[src/rtl/l2_bus_pkg.sv]
// rtl/l2_bus_pkg.sv - shared types and constants for the L2 bus arbiter
package l2_bus_pkg;

    typedef enum logic {
        IDLE = 1'b0,
        BUSY = 1'b1
    } arb_state_t;

    localparam int NUM_REQ  = 2;
    localparam int L2_BEATS = 4;

endpackage

[src/rtl/l2_bus_arbiter_if.sv]
// rtl/l2_bus_arbiter_if.sv - requester and L2 memory signal bundle for the arbiter
interface l2_bus_arbiter_if #(
    parameter int ADDR_W = 32,
    parameter int DATA_W = 32
);
    logic [l2_bus_pkg::NUM_REQ-1:0]             req_rd_en;
    logic [l2_bus_pkg::NUM_REQ-1:0]             req_wr_en;
    logic [l2_bus_pkg::NUM_REQ-1:0][ADDR_W-1:0] req_addr;
    logic [l2_bus_pkg::NUM_REQ-1:0][DATA_W-1:0] req_wr_data;
    logic [l2_bus_pkg::NUM_REQ-1:0]             rd_granted;
    logic [l2_bus_pkg::NUM_REQ-1:0]             wr_granted;
    logic [DATA_W-1:0]                          l2_rd_data;
    logic [ADDR_W-1:0]                          mem_addr;
    logic                                       mem_rd_en;
    logic                                       mem_wr_en;
    logic [DATA_W-1:0]                          mem_wr_data;
    logic [DATA_W-1:0]                          mem_rd_data;
    logic                                       mem_ack;

    // master is the arbiter side, slave is the requester/L2 environment
    modport master (
        input  req_rd_en, req_wr_en, req_addr, req_wr_data, mem_rd_data, mem_ack,
        output rd_granted, wr_granted, l2_rd_data, mem_addr, mem_rd_en, mem_wr_en, mem_wr_data
    );

    modport slave (
        output req_rd_en, req_wr_en, req_addr, req_wr_data, mem_rd_data, mem_ack,
        input  rd_granted, wr_granted, l2_rd_data, mem_addr, mem_rd_en, mem_wr_en, mem_wr_data
    );
endinterface

[src/rtl/l2_bus_arbiter_rr_picker_2.sv]
// rtl/l2_bus_arbiter_rr_picker_2.sv - combinational 2-way round-robin selector
module rr_picker_2 (
    input  logic [1:0] req,
    input  logic [0:0] last,
    output logic       gnt_idx,
    output logic       any
);
    always_comb begin
        any     = |req;
        gnt_idx = 1'b0;
        // On a tie the requester that did not own the bus last wins
        if (req == 2'b11) begin
            gnt_idx = ~last[0];
        end else if (req[1]) begin
            gnt_idx = 1'b1;
        end
    end
endmodule

[src/rtl/l2_bus_arbiter.sv]
// rtl/l2_bus_arbiter.sv - round-robin owner arbiter for the single L2 port
// Optional hold watchdog and arb_timeout port: define L2_ARB_WATCHDOG_EN.
module l2_bus_arbiter
    import l2_bus_pkg::*;
#(
    parameter int ADDR_W   = 32,
    parameter int DATA_W   = 32,
    parameter int HOLD_MAX = 64
) (
    input  logic                clk,
    input  logic                rst,
    l2_bus_arbiter_if.master    bus,
    output logic                owner,
    output logic                bus_busy
`ifdef L2_ARB_WATCHDOG_EN
    ,
    output logic                arb_timeout
`endif
);
    arb_state_t state_q, state_d;
    logic       owner_q, owner_d;
    logic       last_q, last_d;

    logic [NUM_REQ-1:0] active;
    logic               pick_idx;
    logic               pick_any;
    logic               own_rd;
    logic               own_wr;

    logic               rd_en;
    logic               wr_en;
    logic [ADDR_W-1:0]  addr;
    logic [DATA_W-1:0]  wdata;
    logic [DATA_W-1:0]  rdata;
    logic [NUM_REQ-1:0] rd_g;
    logic [NUM_REQ-1:0] wr_g;

`ifdef L2_ARB_WATCHDOG_EN
    localparam int HOLD_W = (HOLD_MAX > 1) ? $clog2(HOLD_MAX) : 1;

    logic [HOLD_W-1:0] hold_q, hold_d;
    logic              timeout_q, timeout_d;
    logic              hold_expired;

    assign hold_expired = (hold_q == HOLD_W'(HOLD_MAX - 1));
`endif

    assign active = bus.req_rd_en | bus.req_wr_en;
    assign own_rd = bus.req_rd_en[owner_q];
    assign own_wr = bus.req_wr_en[owner_q];

    rr_picker_2 u_picker (
        .req     (active),
        .last    (last_q),
        .gnt_idx (pick_idx),
        .any     (pick_any)
    );

    always_comb begin
        state_d = state_q;
        owner_d = owner_q;
        last_d  = last_q;
        rd_en   = 1'b0;
        wr_en   = 1'b0;
        addr    = '0;
        wdata   = '0;
        rdata   = '0;
        rd_g    = '0;
        wr_g    = '0;
`ifdef L2_ARB_WATCHDOG_EN
        hold_d    = hold_q;
        timeout_d = timeout_q;
`endif
        case (state_q)
            IDLE: begin
                if (pick_any) begin
                    state_d = BUSY;
                    owner_d = pick_idx;
`ifdef L2_ARB_WATCHDOG_EN
                    hold_d  = '0;
`endif
                end
            end
            BUSY: begin
                // The refill read must finish before the write-through word goes out
                rd_en         = own_rd;
                wr_en         = own_wr & ~own_rd;
                addr          = bus.req_addr[owner_q];
                wdata         = bus.req_wr_data[owner_q];
                rdata         = bus.mem_rd_data;
                rd_g[owner_q] = bus.mem_ack & rd_en;
                wr_g[owner_q] = bus.mem_ack & wr_en;
                if (!own_rd && !own_wr) begin
                    state_d = IDLE;
                    last_d  = owner_q;
                end
`ifdef L2_ARB_WATCHDOG_EN
                else if (hold_expired) begin
                    state_d   = IDLE;
                    last_d    = owner_q;
                    timeout_d = 1'b1;
                end else begin
                    hold_d = hold_q + 1'b1;
                end
`endif
            end
            default: state_d = IDLE;
        endcase
    end

    always_ff @(posedge clk) begin
        if (rst) begin
            state_q <= IDLE;
            owner_q <= 1'b0;
            last_q  <= 1'b1;
`ifdef L2_ARB_WATCHDOG_EN
            hold_q    <= '0;
            timeout_q <= 1'b0;
`endif
        end else begin
            state_q <= state_d;
            owner_q <= owner_d;
            last_q  <= last_d;
`ifdef L2_ARB_WATCHDOG_EN
            hold_q    <= hold_d;
            timeout_q <= timeout_d;
`endif
        end
    end

    assign bus.mem_rd_en   = rd_en;
    assign bus.mem_wr_en   = wr_en;
    assign bus.mem_addr    = addr;
    assign bus.mem_wr_data = wdata;
    assign bus.l2_rd_data  = rdata;
    assign bus.rd_granted  = rd_g;
    assign bus.wr_granted  = wr_g;
    assign owner           = owner_q;
    assign bus_busy        = (state_q == BUSY);
`ifdef L2_ARB_WATCHDOG_EN
    assign arb_timeout     = timeout_q;
`endif

endmodule

[src/flat_wrapper.sv]
// flat-port wrapper written by rule: the top's interface ports become plain ports
module l2_bus_arbiter_flat import l2_bus_pkg::*;
#(
    parameter int ADDR_W   = 32,
    parameter int DATA_W   = 32,
    parameter int HOLD_MAX = 64
)
  (clk, rst, owner, bus_busy, bus_req_rd_en, bus_req_wr_en, bus_req_addr, bus_req_wr_data, bus_mem_rd_data, bus_mem_ack, bus_rd_granted, bus_wr_granted, bus_l2_rd_data, bus_mem_addr, bus_mem_rd_en, bus_mem_wr_en, bus_mem_wr_data);
  l2_bus_arbiter_if #(.ADDR_W(ADDR_W), .DATA_W(DATA_W)) bus_i ();
  input  logic clk;
  input  logic rst;
  output logic owner;
  output logic bus_busy;
  input wire logic [$bits(bus_i.req_rd_en)-1:0] bus_req_rd_en;
  input wire logic [$bits(bus_i.req_wr_en)-1:0] bus_req_wr_en;
  input wire logic [$bits(bus_i.req_addr)-1:0] bus_req_addr;
  input wire logic [$bits(bus_i.req_wr_data)-1:0] bus_req_wr_data;
  input wire logic [$bits(bus_i.mem_rd_data)-1:0] bus_mem_rd_data;
  input wire logic [$bits(bus_i.mem_ack)-1:0] bus_mem_ack;
  output wire logic [$bits(bus_i.rd_granted)-1:0] bus_rd_granted;
  output wire logic [$bits(bus_i.wr_granted)-1:0] bus_wr_granted;
  output wire logic [$bits(bus_i.l2_rd_data)-1:0] bus_l2_rd_data;
  output wire logic [$bits(bus_i.mem_addr)-1:0] bus_mem_addr;
  output wire logic [$bits(bus_i.mem_rd_en)-1:0] bus_mem_rd_en;
  output wire logic [$bits(bus_i.mem_wr_en)-1:0] bus_mem_wr_en;
  output wire logic [$bits(bus_i.mem_wr_data)-1:0] bus_mem_wr_data;
  assign bus_i.req_rd_en = bus_req_rd_en;
  assign bus_i.req_wr_en = bus_req_wr_en;
  assign bus_i.req_addr = bus_req_addr;
  assign bus_i.req_wr_data = bus_req_wr_data;
  assign bus_i.mem_rd_data = bus_mem_rd_data;
  assign bus_i.mem_ack = bus_mem_ack;
  assign bus_rd_granted = bus_i.rd_granted;
  assign bus_wr_granted = bus_i.wr_granted;
  assign bus_l2_rd_data = bus_i.l2_rd_data;
  assign bus_mem_addr = bus_i.mem_addr;
  assign bus_mem_rd_en = bus_i.mem_rd_en;
  assign bus_mem_wr_en = bus_i.mem_wr_en;
  assign bus_mem_wr_data = bus_i.mem_wr_data;
  l2_bus_arbiter #(.ADDR_W(ADDR_W), .DATA_W(DATA_W), .HOLD_MAX(HOLD_MAX)) u_core (.clk(clk), .rst(rst), .bus(bus_i), .owner(owner), .bus_busy(bus_busy));
endmodule
[config.mk]
export PLATFORM = sky130hd
export DESIGN_NAME = l2_bus_arbiter_flat
export DESIGN_NICKNAME = d
export VERILOG_FILES = /design/src/rtl/l2_bus_pkg.sv /design/src/rtl/l2_bus_arbiter_if.sv /design/src/rtl/l2_bus_arbiter_rr_picker_2.sv /design/src/rtl/l2_bus_arbiter.sv /design/src/flat_wrapper.sv
export SDC_FILE = /design/constraint.sdc
export NUM_CORES = 1
export LEC_CHECK = 0
export BUFFER_PORTS_ARGS = -buffer_cell sky130_fd_sc_hd__buf_4
export CAP_MARGIN = 20
export CORE_AREA = 2 2 106 108
export CTS_CLUSTER_DIAMETER = 150
export DETAILED_ROUTE_END_ITERATION = 8
export DIE_AREA = 0 0 108 110
export GPL_TIMING_DRIVEN = 0
export PLACE_DENSITY = 0.54
export SYNTH_ARGS = -nofsm -noshare
export SYNTH_HDL_FRONTEND = slang
export SYNTH_HIERARCHICAL = 1
export SYNTH_SLANG_ARGS = --single-unit
[constraint.sdc]
create_clock -name clk -period 1.6 [get_ports clk]
set_clock_uncertainty 0.15 [all_clocks]
set_input_delay 0.24 -clock clk [delete_from_list [all_inputs] [get_ports clk]]
set_output_delay 0.24 -clock clk [all_outputs]
set_load 0.005 [all_outputs]
==> results by group <==
STA
  – Crit path time final: 1700 ps
  – RSZ-0062 raised after global routing: yes
  – Max-slew violations: 0
  – Worst setup margin: -98.2 ps
  – Slew HR: 84.8%
  – Final Hold Vio Count: 0
  – Tcrit/Tclk final: 106%
  – Max Clock Freq: 589 MHz
  – Hold slack: 46.3 ps
  – TNS Setup: -2650 ps
  – Worst Tran Pin Value: 227 ps
  – Setup Viol. Count Final: 61

Critical path
  – Worst r2r path cells: 5
  – R2R setup slack: 320 ps
  – CP Capture Type: primary output
  – Startpoint types: register
  – Cell mode on critical path: buf_12
  – Critical Path, Cell by Cell: buf_12 -> buf_12 -> mux2i_4 -> nor2_1 -> buf_4
  – CP max FO: 10
  – Reg-to-reg critical path startpoint: u_core/owner$_SDFFE_PP0P_
  – WP data required: 1210 ps
  – Reg2reg end: u_core/last_q$_SDFFE_PP1P_
  – Max incr delay on CP: 370 ps
  – CP Class: reg -> out
  – Worst EP arrival: 1310 ps
  – Max stage delay cell, worst path: dfxtp_4

Route
  – M1 wire length: 2980 um
  – Met3 WL: 703 um
  – Vias: 2508
  – Vias per std cell: 3.99
  – DRC viols: 0
  – DR WL met2: 4410 um
  – Wire per inst: 13.1 um
  – Post-Route WL: 8210 um
  – DR iter-0 viols: 76
  – ANT nets after route: 0
  – DRT Pass-1 Iters: 4
  – Top Metal Used: met4

Finish
  – Multi-input gate area: 0.00129 mm2
  – Design area: 0.00388 mm2
  – # diodes: 0
  – Fillers: 1108
  – Register Area: 67.6 um2
  – Nets@finish: 656
  – Layout Area Growth over Synthesis: 170%
  – Fraction of layout cells with a size suffix above 1: 63.1%
  – Non-Filler Instances: 628

Min path
  – Worst hold stages: 2
  – Hold path start: rst
  – Hold EP: u_core/owner$_SDFFE_PP0P_
  – Hold Path Class: in -> reg

Synth
  – Yosys reg bits: 3
  – Mapped Area: 0.00144 mm2
  – Syn nets: 378
  – Post-synthesis cell count: 211
  – Count of synthesis-stage warnings from yosys: 6
  – Mean post-synth cell area: 6.81 um2
  – Yosys cell types: 24
  – Seq/Total Area, Yosys: 4.18%

Pwr
  – Switching Power: 0.450 mW
  – Logic pwr share: 77.9%
  – Max VDD drop: 117 uV
  – Internal: 0.950 mW
  – Clk pwr share: 15.7%
  – Sequential Power Share: 6.4%
  – Power per Cell Area: 361 mW/mm2
  – Switching share of power: 32.2%
  – Leak: 1.95 nW

Placed design
  – Placed cell area: 0.00364 mm2
  – Pre-CTS WS: -103 ps
  – Placed Cells: 621
  – RD Place Congestion: 0.787
  – Dpl hpwl: 7010 um
  – Input/output buffers: 270

Floorplan
  – Top-Level Pins: 271
  – Die H: 110 um
  – Die area: 0.0119 mm2
  – Initial Utilization: 13.4%
  – Chip width: 108 um
  – Row Count: 38
  – Core area: 0.0107 mm2

GRT
  – Overflow after GRT: 0
  – Largest net degree at the start of global routing: 11
  – Vias in the first global route: 2344
  – Tot GR Track Use: 11.9%
  – Antenna violations before repair: 0
  – First-pass GRT wire length: 11300 um

Run
  – Max-Cap Viols: 0

Outcome
  – Failing checks: negative setup slack
  – Status: finished with violations

Clock network
  – Clk_lat worst skew: 210 ps
  – Clock sinks: 3
  – Clock root buffer: clkbuf_8
  – TritonCTS clock tree: done
  – CTS buffer count: 3
  – Clock Path Buffers: 2
  – Clk slew on worst S/H paths: 30 ps
  – H-tree depth: 1
==> worst max-delay path by stage <==
stage	slack (ps)	depth (start not counted)	startpoint	end
floorplan	270	4	u_core/owner$_SDFFE_PP0P_	bus_mem_addr[0]
global placement	-90	5	u_core/bus_busy$_SDFF_PP0_	bus_mem_addr[23]
detailed placement	-100	5	u_core/bus_busy$_SDFF_PP0_	bus_mem_wr_data[27]
CTS	-110	5	u_core/owner$_SDFFE_PP0P_	bus_mem_addr[2]
global route	-150	5	u_core/owner$_SDFFE_PP0P_	bus_mem_addr[2]
finish	-100	5	u_core/owner$_SDFFE_PP0P_	bus_mem_addr[2]
==> routing by layer <==
layer,track usage [%],up-vias
met5,0,-
met1,13.3,1121
met3,1.35,8
li1,-,1258
met2,23.5,121
met4,3.66,0
==> power by group through the flow <==
| stage | logic, mW | clock network (mW) | registers (mW) |
|---|---|---|---|
| 5_1_grt | 1.18 | 0.228 | 0.0909 |
| 3_3_place_gp | 1.02 | 0 | 0.0890 |
| 3_5_place_dp | 1.03 | 0 | 0.0891 |
| 4_1_cts | 1.08 | 0.225 | 0.0894 |
| 6_report | 1.09 | 0.220 | 0.0891 |
| 2_1_floorplan | 0.372 | 0 | 0.0861 |
==> cell families after synthesis <==
| family | synth area share [%] |
|---|---|
| flops | 4.18 |
| buf+inv | 9.49 |
| mux | 45.3 |
| simple gates | 37.8 |
| compound gates | 3.31 |
==> cell usage after synthesis (all sizes together) <==
cell type / count / share of area (%)
nor2: 66 / 17
mux2i: 65 / 45
and2: 33 / 14
buf: 10 / 6.6
clkbuf: 9 / 2.3
a21oi: 3 / 1.0
dfxtp: 3 / 4.2
nand2: 3 / 0.78
or2: 3 / 1.3
inv: 2 / 0.52
nand2b: 2 / 0.87
nand3: 2 / 0.70
nor3b: 2 / 1.0
o211ai: 2 / 1.0
o21ai: 2 / 0.70
a21boi: 1 / 0.52
nand3b: 1 / 0.52
nor3: 1 / 0.35
or3b: 1 / 0.61
==> stage by stage <==
step | util (%) | total power, mW
2_1_floorplan | - | 0.458
3_3_place_gp | 34.0 | 1.11
3_5_place_dp | 34.0 | 1.12
4_1_cts | 35.7 | 1.39
5_1_grt | 36.3 | 1.50
6_report | 36.3 | 1.40
==> state kept, by name, indices dropped and copies added (netlist names) <==
signal and count:
u_core/last_q 1, u_core/bus_busy 1, u_core/owner 1
==> cell type report <==
| cell class | count | share of cell area [%] |
|---|---|---|
| Sequential cell | 3 | 1.74 |
| Inverter | 2 | 0.193 |
| Clock buffer | 4 | 1.16 |
| Buffer | 19 | 6.22 |
| Tap cell | 140 | 4.51 |
| Multi-Input combinational cell | 187 | 33.3 |
| Timing Repair Buffer | 273 | 52.9 |
==> repair_timing <==
action | CTS | global route
buffers inserted | 1 | 1
gates resized for setup | 37 | 21
pin swaps | 0 | 1
gates cloned | 1 | 0
endpoints found under the setup margin | 102 | 92
hold buffers | 0 | 0
==> critical path: cells and delay by family (launching register included) <==
kind / cells / cell delay [ps]
and+or+nand+nor: 1 / 60
DFF: 1 / 370
muxes: 1 / 230
buffers and inverters: 3 / 440
==> cell usage in the layout, fill, tap and decap left out, drive strengths merged <==
| cell | count |
|---|---|
| nand2 | 3 |
| a21boi | 1 |
| or3b | 1 |
| o21ai | 2 |
| clkbuf | 10 |
| buf | 286 |
| a21oi | 3 |
| or2 | 3 |
| o211ai | 2 |
| nor3 | 1 |
| nor2 | 66 |
| nand3b | 1 |
| nand2b | 2 |
| and2 | 33 |
| dfxtp | 3 |
| nor3b | 2 |
| mux2i | 65 |
| inv | 2 |
| nand3 | 2 |
No activity file was read; power rests on OpenSTA's default activity.
